<file path="src/rtl/issue_fu_fifo_pkg.sv">
// Helpers shared by the issue-to-FU FIFO and its lane compactor.
package issue_fu_fifo_pkg;

  // Index width that stays at least one bit for single-entry ranges.
  function automatic int lane_idx_w(input int n);
    return (n > 1) ? $clog2(n) : 1;
  endfunction

endpackage

</file>
<file path="src/rtl/sys_defs.sv">
// Shared processor definitions: issue-to-FU packet format and issue queue sizing.
`ifndef IS_FIFO_DEPTH
`define IS_FIFO_DEPTH sys_defs::IS_FIFO_DEPTH_P
`endif

package sys_defs;

  localparam int IS_FIFO_DEPTH_P = 8;

  typedef struct packed {
    logic        valid;
    logic [3:0]  fu_op;
    logic [5:0]  dest_prn;
    logic [31:0] rs1_val;
    logic [31:0] rs2_val;
  } ISSUE_FU_PACKET;

endpackage

</file>
<file path="src/rtl/issue_fu_fifo_lane_compact.sv">
// Turns a lane mask into an ordered index list (highest set lane first) plus its popcount.
module lane_compact
  import issue_fu_fifo_pkg::*;
#(
  parameter  int W     = 3,
  localparam int IDX_W = lane_idx_w(W),
  localparam int CNT_W = $clog2(W + 1)
) (
  input  logic [W-1:0]            mask_i,
  output logic [W-1:0][IDX_W-1:0] idx_o,
  output logic [CNT_W-1:0]        cnt_o
);

  logic [CNT_W-1:0] n;

  always_comb begin
    idx_o = '0;
    n     = '0;
    for (int i = W - 1; i >= 0; i--) begin
      if (mask_i[i]) begin
        idx_o[n] = IDX_W'(i);
        n        = n + CNT_W'(1);
      end
    end
    cnt_o = n;
  end

endmodule

</file>
<file path="src/rtl/issue_fu_fifo.sv">
// Multi-lane circular FIFO between issue and a functional unit, with same-cycle write-through pops.
`ifndef IS_FIFO_DEPTH
`define IS_FIFO_DEPTH sys_defs::IS_FIFO_DEPTH_P
`endif

module issue_fu_fifo
  import sys_defs::*;
  import issue_fu_fifo_pkg::*;
#(
  parameter int DEPTH     = `IS_FIFO_DEPTH,
  parameter int WIDTH     = 3,
  parameter int AF_MARGIN = WIDTH
) (
  input  logic                       clock,
  input  logic                       reset_n,
  input  logic                       squash,
  input  ISSUE_FU_PACKET [WIDTH-1:0] fu_pckt_in,
  input  logic [WIDTH-1:0]           rd_EN,
  output ISSUE_FU_PACKET [WIDTH-1:0] fu_pckt_out,
  output logic                       full,
  output logic                       almost_full,
  output logic [$clog2(DEPTH+1)-1:0] count,
  output logic                       overflow
`ifdef TEST_MODE
  ,
  output ISSUE_FU_PACKET [DEPTH-1:0] fifo_display
`endif
);

  localparam int CNT_W  = $clog2(DEPTH + 1);
  localparam int PTR_W  = lane_idx_w(DEPTH);
  localparam int LCNT_W = $clog2(WIDTH + 1);
  localparam int LIDX_W = lane_idx_w(WIDTH);
  localparam int EXT_W  = CNT_W + 1;

  localparam logic [EXT_W-1:0] DEPTH_X = EXT_W'(DEPTH);
  localparam logic [EXT_W-1:0] FULL_TH = EXT_W'(WIDTH);
  localparam logic [EXT_W-1:0] AF_TH   = EXT_W'(WIDTH + AF_MARGIN);

  // Offsets never exceed one lap, so a single conditional subtract wraps the pointer.
  function automatic logic [PTR_W-1:0] ptr_add(input logic [PTR_W-1:0] p,
                                               input logic [EXT_W-1:0] off);
    logic [EXT_W-1:0] s;
    s = EXT_W'(p) + off;
    if (s >= DEPTH_X) s = s - DEPTH_X;
    return s[PTR_W-1:0];
  endfunction

  logic [PTR_W-1:0]             head_q, head_d, tail_q, tail_d;
  logic [CNT_W-1:0]             count_q, count_d;
  logic                         full_q, full_d, afull_q, afull_d, ovf_q, ovf_d;
  ISSUE_FU_PACKET               mem_q [DEPTH];

  logic [WIDTH-1:0]             wr_valid;
  logic [WIDTH-1:0][LIDX_W-1:0] wr_idx, rd_idx;
  logic [LCNT_W-1:0]            wr_raw, rd_req;
  logic [EXT_W-1:0]             wr_req_x, rd_cnt, wr_acc, free_now, cnt_next;
  logic                         active;
  logic [WIDTH-1:0]             wr_en;
  logic [WIDTH-1:0][PTR_W-1:0]  wr_addr;
  ISSUE_FU_PACKET [WIDTH-1:0]   wr_data;

  always_comb begin
    for (int i = 0; i < WIDTH; i++) wr_valid[i] = fu_pckt_in[i].valid;
  end

  lane_compact #(.W(WIDTH)) u_push_compact (
    .mask_i (wr_valid),
    .idx_o  (wr_idx),
    .cnt_o  (wr_raw)
  );

  lane_compact #(.W(WIDTH)) u_pop_compact (
    .mask_i (rd_EN),
    .idx_o  (rd_idx),
    .cnt_o  (rd_req)
  );

  // Pops may consume same-cycle pushes; pushes may reuse slots freed by this cycle's pops.
  always_comb begin : alloc
    logic [EXT_W-1:0] cnt_x, rd_x, avail;
    active   = reset_n & ~squash;
    cnt_x    = EXT_W'(count_q);
    wr_req_x = active ? EXT_W'(wr_raw) : '0;
    rd_x     = active ? EXT_W'(rd_req) : '0;
    avail    = cnt_x + wr_req_x;
    rd_cnt   = (rd_x < avail) ? rd_x : avail;
    free_now = DEPTH_X - cnt_x + rd_cnt;
    wr_acc   = (wr_req_x < free_now) ? wr_req_x : free_now;
    cnt_next = cnt_x + wr_acc - rd_cnt;
  end

  always_comb begin : pop_path
    logic [EXT_W-1:0]  k;
    logic [LIDX_W-1:0] woff;
    k           = '0;
    woff        = '0;
    fu_pckt_out = '0;
    for (int j = 0; j < WIDTH; j++) begin
      k    = EXT_W'(j);
      woff = LIDX_W'(k - EXT_W'(count_q));
      if (k < rd_cnt) begin
        if (k < EXT_W'(count_q)) fu_pckt_out[rd_idx[j]] = mem_q[ptr_add(head_q, k)];
        else                     fu_pckt_out[rd_idx[j]] = fu_pckt_in[wr_idx[woff]];
      end
    end
  end

  always_comb begin : push_path
    for (int j = 0; j < WIDTH; j++) begin
      wr_en[j]   = EXT_W'(j) < wr_acc;
      wr_addr[j] = ptr_add(tail_q, EXT_W'(j));
      wr_data[j] = fu_pckt_in[wr_idx[j]];
    end
  end

  always_comb begin : next_state
    logic [EXT_W-1:0] occ_d, free_d;
    head_d = head_q;
    tail_d = tail_q;
    ovf_d  = ovf_q;
    occ_d  = '0;
    if (squash) begin
      head_d = '0;
      tail_d = '0;
    end else begin
      head_d = ptr_add(head_q, rd_cnt);
      tail_d = ptr_add(tail_q, wr_acc);
      occ_d  = cnt_next;
      ovf_d  = ovf_q | (wr_req_x > free_now);
    end
    count_d = occ_d[CNT_W-1:0];
    free_d  = DEPTH_X - occ_d;
    full_d  = free_d < FULL_TH;
    afull_d = free_d < AF_TH;
  end

  always_ff @(posedge clock or negedge reset_n) begin
    if (!reset_n) begin
      head_q  <= '0;
      tail_q  <= '0;
      count_q <= '0;
      full_q  <= 1'b0;
      afull_q <= 1'b0;
      ovf_q   <= 1'b0;
      for (int i = 0; i < DEPTH; i++) mem_q[i] <= '0;
    end else begin
      head_q  <= head_d;
      tail_q  <= tail_d;
      count_q <= count_d;
      full_q  <= full_d;
      afull_q <= afull_d;
      ovf_q   <= ovf_d;
      for (int j = 0; j < WIDTH; j++) begin
        if (wr_en[j]) mem_q[wr_addr[j]] <= wr_data[j];
      end
    end
  end

  assign count       = count_q;
  assign full        = full_q;
  assign almost_full = afull_q;
  assign overflow    = ovf_q;

`ifdef TEST_MODE
  always_comb begin
    for (int i = 0; i < DEPTH; i++) fifo_display[i] = mem_q[i];
  end
`endif

endmodule
</file>
<file path="config.mk">
export PLATFORM = sky130hd
export DESIGN_NAME = issue_fu_fifo
export DESIGN_NICKNAME = d
export VERILOG_FILES = /design/src/rtl/issue_fu_fifo_pkg.sv /design/src/rtl/sys_defs.sv /design/src/rtl/issue_fu_fifo_lane_compact.sv /design/src/rtl/issue_fu_fifo.sv
export SDC_FILE = /design/constraint.sdc
export NUM_CORES = 2
export LEC_CHECK = 0
export BUFFER_PORTS_ARGS = -buffer_cell sky130_fd_sc_hd__buf_4
export CORE_AREA = 4 4 360 362
export DETAILED_ROUTE_END_ITERATION = 7
export DIE_AREA = 0 0 364 366
export SETUP_SLACK_MARGIN = 0.05
export SLEW_MARGIN = 20
export SYNTH_ARGS = -nofsm -noshare
export SYNTH_HDL_FRONTEND = slang
export SYNTH_SLANG_ARGS = --single-unit
</file>
<file path="constraint.sdc">
create_clock -name clock -period 8 [get_ports clock]
set_clock_uncertainty 0.05 [all_clocks]
set_input_delay 1.2 -clock clock [delete_from_list [all_inputs] [get_ports clock]]
set_output_delay 1.2 -clock clock [all_outputs]
set_load 0.02 [all_outputs]
</file>
* After elaboration in Yosys (flattened, before gate mapping)
Index checks and enable logic that the tools add are counted.
Cells by class: $add $sub $neg 27, $lt $le $gt $ge 54, mux-type cells 96, bitwise logic cells 21, reduce and logical (&&, ||, !) cells 10
Operators with widths (count):
- $bwmux 600 | 3
- $mux 600 | 3
- $mux 225 | 6
- $mux 75 | 18
- $bmux 75 s2 | 6
- $bwmux 225 | 4
- $bmux 75 s3 | 3
- $demux 75 s3 | 3
- $and 225x225->225 | 2
- $demux 75 s2 | 3
- $mux 3 | 16
- $lt 2x3->1 const B | 14
- $ge 4x4->1 const B | 10
- $mux 2 | 15
- $mux 6 | 4
- $not 3->4 | 6
- $sub 3x1->3 const B | 8
- $lt 1x5->1 const A | 4
- $demux 2 s2 | 4
- $mux 5 | 3
- $and 6x6->6 | 2
- $bmux 2 s2 | 3
- $lt 4x1->1 const B | 3
- $not 6->6 | 2
- other kinds (33) | 63
Storage, ports and cells: bits in registers 613, input bits 231, word-level logic and storage cells 254

* Depth between registers and ports, before layout
word-level depth 24, depth in mapped cells 41, depth with buffers taken out 34

* Cells and area by module
From an unflattened synthesis, not the netlist that was laid out.
Unflattened totals: cell total of the unflattened synthesis 7316, area, all modules 57889.3 µm²
By module, submodules not included:
- issue_fu_fifo | instances 1, cells each 7290, area each 57694.1 µm²
- lane_compact | instances 2, cells each 13, area each 97.6 µm²

* Worst setup path after synthesis
Ideal clock, no wire load.
path kind in2reg, from input fu_pckt_in[224] (netlist name), to register full_q, in the netlist full, arrival time 8.821 ns, slack -0.937 ns, stages on the path 39, buffers on the path 7, path through clkbuf_1 -> clkbuf_1 -> buf_1 -> inv_1 -> ha_1 -> xor2_1 -> and2_1 -> ha_1 -> ha_1 -> inv_1 -> ha_1 -> inv_1 -> o31a_1 -> nor2_1 -> clkbuf_1 -> buf_1 -> inv_1 -> ha_1 -> [... 3 more ...] -> nor2_1 -> o21ai_1 -> or3_1 -> clkbuf_1 -> buf_2 -> nand2_1 -> inv_1 -> ha_1 -> inv_1 -> ha_1 -> inv_1 -> fa_1 -> nor2_1 -> inv_1 -> ha_1 -> xor2_1 -> o22ai_1 -> and3_1
Between the ends: cells in the longest elaborated chain, start to end 17
RTL lines:
- from (decl) | RTL line issue_fu_fifo.sv:17 | input ISSUE_FU_PACKET [WIDTH-1:0] fu_pckt_in,
- $mux 1 (*) | RTL line issue_fu_fifo_lane_compact.sv:20 | if (mask_i[i]) begin
- $add 1x1->2 | RTL line issue_fu_fifo_lane_compact.sv:22 | n = n + CNT_W'(1);
- $mux 2 (*) | RTL line issue_fu_fifo_lane_compact.sv:20
- $add 2x1->2 | RTL line issue_fu_fifo_lane_compact.sv:22
- $mux 2 (*) | RTL line issue_fu_fifo_lane_compact.sv:20
- $mux 2 (*) | RTL line issue_fu_fifo.sv:84 | wr_req_x = active ? EXT_W'(wr_raw) : '0;
- $add 4x2->5 | RTL line issue_fu_fifo.sv:86 | avail = cnt_x + wr_req_x;
- $lt 2x5->1 | RTL line issue_fu_fifo.sv:87 | rd_cnt = (rd_x < avail) ? rd_x : avail;
- [... 3 more ...]
- $mux 5 | RTL line issue_fu_fifo.sv:89 | wr_acc = (wr_req_x < free_now) ? wr_req_x : free_now;
- $add 4x5->5 | RTL line issue_fu_fifo.sv:90 | cnt_next = cnt_x + wr_acc - rd_cnt;
- $sub 5x5->5 (*) | RTL line issue_fu_fifo.sv:90
- $mux 5 (*) | RTL line issue_fu_fifo.sv:123 | if (squash) begin
- net next_state.occ_d[1] | RTL line issue_fu_fifo.sv:118 | logic [EXT_W-1:0] occ_d, free_d;
- $sub 4x5->5 (*) | RTL line issue_fu_fifo.sv:133 | free_d = DEPTH_X - occ_d;
- $lt 5x2->1 (*) | RTL line issue_fu_fifo.sv:134 | full_d = free_d < FULL_TH;
- net full_d | RTL line issue_fu_fifo.sv:51 | logic full_q, full_d, afull_q, afull_d, ovf_q, ovf_d;
- to (signal assigned) | RTL line issue_fu_fifo.sv:151 | full_q <= full_d;
- to (decl) | RTL line issue_fu_fifo.sv:51
The timed path passes the listed nets; every way through them passes the cells marked *. A chain may end at the register's enable or synchronous reset.

* Worst setup path after layout
from input fu_pckt_in[149] (netlist name), to register full_q, in the netlist full
Between the ends: cells in the longest elaborated chain, start to end 15
RTL lines:
- $mux 2 (*) | RTL line issue_fu_fifo_lane_compact.sv:20
- $add 2x1->2 | RTL line issue_fu_fifo_lane_compact.sv:22
- $mux 2 (*) | RTL line issue_fu_fifo_lane_compact.sv:20
- $mux 2 (*) | RTL line issue_fu_fifo.sv:84
- $add 4x2->5 | RTL line issue_fu_fifo.sv:86
- $lt 2x5->1 | RTL line issue_fu_fifo.sv:87
- $mux 5 | RTL line issue_fu_fifo.sv:87
- $add 5x5->5 | RTL line issue_fu_fifo.sv:88 | free_now = DEPTH_X - cnt_x + rd_cnt;
- $lt 2x5->1 | RTL line issue_fu_fifo.sv:89
- $mux 5 | RTL line issue_fu_fifo.sv:89
- $add 4x5->5 | RTL line issue_fu_fifo.sv:90
- $sub 5x5->5 (*) | RTL line issue_fu_fifo.sv:90
- $mux 5 (*) | RTL line issue_fu_fifo.sv:123
- net next_state.occ_d[1] | RTL line issue_fu_fifo.sv:118
- $sub 4x5->5 (*) | RTL line issue_fu_fifo.sv:133
- $lt 5x2->1 (*) | RTL line issue_fu_fifo.sv:134
- net full_d | RTL line issue_fu_fifo.sv:51
Marks and branches as above.

==> results.md <==
* Status: finished with violations
* Failing checks: DRC
* Fraction of layout cells with a size suffix above 1 at 22.4%
* Number of synthesized flops with an enable pin at 0
* Syn avg cell area at 9.09 um2
* Prevailing post-synth register cell: dfrtp_1
* Async S/R FF share, synth at 100%
* Final setup viols at 0
* Commonest cells in the netlist: nand2_1, mux2i_1, dfrtp_1
* Full die area at 133,000 um2
* Via Count at 58,900
* Unrepaired setup endpoints after global routing: no
* #FFs+latches synth at 613
* GRT Overall Usage at 40.1%
* Die height at 366 um
* Post-DP HPWL at 166 mm
* Crit path arrival time at 7700 ps
* Vias per inst at 7.38
* R2r endpoint: full$_DFF_PN0_
* Slew @ Worst Pin at 1400 ps
* CTS H-tree depth at 3
* WHS at 286 ps
* Crit Path Max Fanout at 6
* CTS Buf Count at 79
* Critical Path Start Type: input pin
* Most numerous cell in the Yosys netlist: nand2_1
* Inst Count DP at 7,818
* Routed WL per cell at 34.7 um
* Skew-Pair Late Insertion Delay at 650 ps
* Seq/Total Area, Yosys at 27.2%
* Initial core utilization at 44.6%
* Cts hold-fix bufs at 0
* Crit end category: flip-flop
* Fin nets at 6,506
* CTS tree: done
* Final Critical Period at 7170 ps
* Total Wirelength at 277 mm
* Reg2reg start: count[1]$_DFF_PN0_
* WS Path Type: in -> reg
* Main area contributors after synthesis: dfrtp_1, mux4_2, mux2i_1, o221ai_1, nand2_1
* Synth warn at 0
* Yosys cell types at 63
* Longest Clk Path Bufs at 3
* DR pass1 iterations at 8
* Leak Pwr at 25.0 nW
* Largest net degree at the start of global routing at 152
* Max VDD drop at 391 uV
* Postcts setup bufs at 0
* Core area at 127,000 um2
* DRC violations left at 1
* DIE WIDTH at 364 um
* First-pass GRT wire length at 401 mm
* Iter 0 DRT Violations at 8,545
* Max incr delay on CP at 600 ps
* Root buffer cell: clkbuf_16
* Post-Layout Cell Count at 7,975
* Sum of negative setup slack at 0 ps
* Hold crit path type: in -> async
* Fin. Hold Viols at 0
* Initial antenna violation count at 19
* Syn Inst Count at 6,215
* R2r worst-path depth at 28
* Vias in the first global route at 57,400
* R2R Setup Slk at 1390 ps
* Layout Area Growth over Synthesis at 14.4%
* Post-layout power at 24.1 mW
* Standard-cell rows at 131
* Congestion Overflow GR at 0
* Max Clk Rate at 139 MHz
* I/O pins at 463
* Largest area contributor in the netlist: dfrtp_1
* Pwr/cell area at 373 nW/um2
* Post-synth top area share at 27.2%
* Routed Antenna Nets at 0
* Critical Path RT at 8530 ps
* Buffers on Ports at 462
* Synthesized cell area at 56,500 um2
* GPL Wtd Cong at 0.943
* Clk slew on worst S/H paths at 60 ps
* Slew Limit Headroom at 5.66%
* Clock Sinks at 613
* Slowest CP cell: or4_4
* Most frequent CP cell: ha_1
* Max-Cap Viols at 0
* Max Slew Vio Count at 0
* Period Utilization, post-route at 89.6%
* Number of gates resized after cts at 0
-- cell type report --
class | instances | area [um2]
Clock buffer | 110 | 2290
Multi-Input combinational cell | 4778 | 38400
Inverter | 105 | 397
Fill cell | 11600 | 62100
Antenna cell | 14 | 35.0
Timing Repair Buffer | 662 | 5600
Tap cell | 1662 | 2080
Sequential cell | 613 | 15400
Clock inverter | 31 | 418
-- sequential cells by signal, indices dropped and copies added, names as in the netlist --
signal	flops
almost_full	1
count	4
full	1
head_q	3
mem_q	600
overflow	1
tail_q	3
-- worst max-delay path, delay by kind of cell --
| kind | cells | cell delay (ps) |
|---|---|---|
| XOR/XNOR | 3 | 510 |
| buffers and inverters | 7 | 540 |
| adder cells (fa/ha/maj) | 11 | 3160 |
| AND/OR/NAND/NOR | 8 | 1860 |
| AO/OA/AOI/OAI | 3 | 420 |
-- metal layers --
layer	part of all wire [%]	global-route usage [%]	up-vias
met4	7.8	25.3	14
met5	0.035	0	-
met3	13	10.4	1271
li1	-	-	23800
met2	43	60.6	4852
met1	36	51.1	28900
-- how the worst max path moves through the flow --
stage          slack (ps)              to            start  depth (start not counted)
2_1_floorplan          60  full$_DFF_PN0_  fu_pckt_in[224]                         36
3_3_place_gp          260  full$_DFF_PN0_  fu_pckt_in[149]                         32
3_5_place_dp          270  full$_DFF_PN0_  fu_pckt_in[149]                         32
4_1_cts               920  full$_DFF_PN0_  fu_pckt_in[149]                         32
5_1_grt               450  full$_DFF_PN0_  fu_pckt_in[149]                         33
6_report              830  full$_DFF_PN0_  fu_pckt_in[149]                         32
-- per-stage QoR --
step                      setup WS (ps)  util, %  instance area, um2
final                               829     51.0               64600
after global routing                454     51.0               64600
after CTS                           921     50.9               64500
after detailed placement            266     48.8               61800
after global placement              261     48.8               61800
after floorplan                    62.1        -               56600
-- report_power, final --
group / internal (mW) / switching [mW]
Clock: 2.29 / 1.57
Sequential: 4.36 / 1.31
Combinational: 6.10 / 8.47
-- cells by family after synthesis --
logic type / Yosys count / share of synthesized area, %
AOI/OAI and AO/OA: 1529 / 20.4
DFF: 613 / 27.2
adders and majority gates: 36 / 0.877
and+or+nand+nor: 1859 / 13.6
xor gates and xnor gates: 14 / 0.217
buffers and inverters: 827 / 5.83
muxes: 1335 / 31.9
other: 2 / 0.0133
-- layout by cell type (no fill, tap or decap), types with 77 or more instances in the layout --
master and count:
mux4_2 345, nand2b_1 80, o221ai_1 434, buf_4 612, inv_1 102, nand2_1 955
nor2_1 549, mux2i_1 740, dfrtp_1 610, a31oi_1 77, o21ai_1 80, o211ai_1 169
mux2_2 198, a221o_1 191, o22ai_1 108, clkbuf_16 80, nor2b_1 82, a21oi_1 263
(Power assumes the default switching activity.)
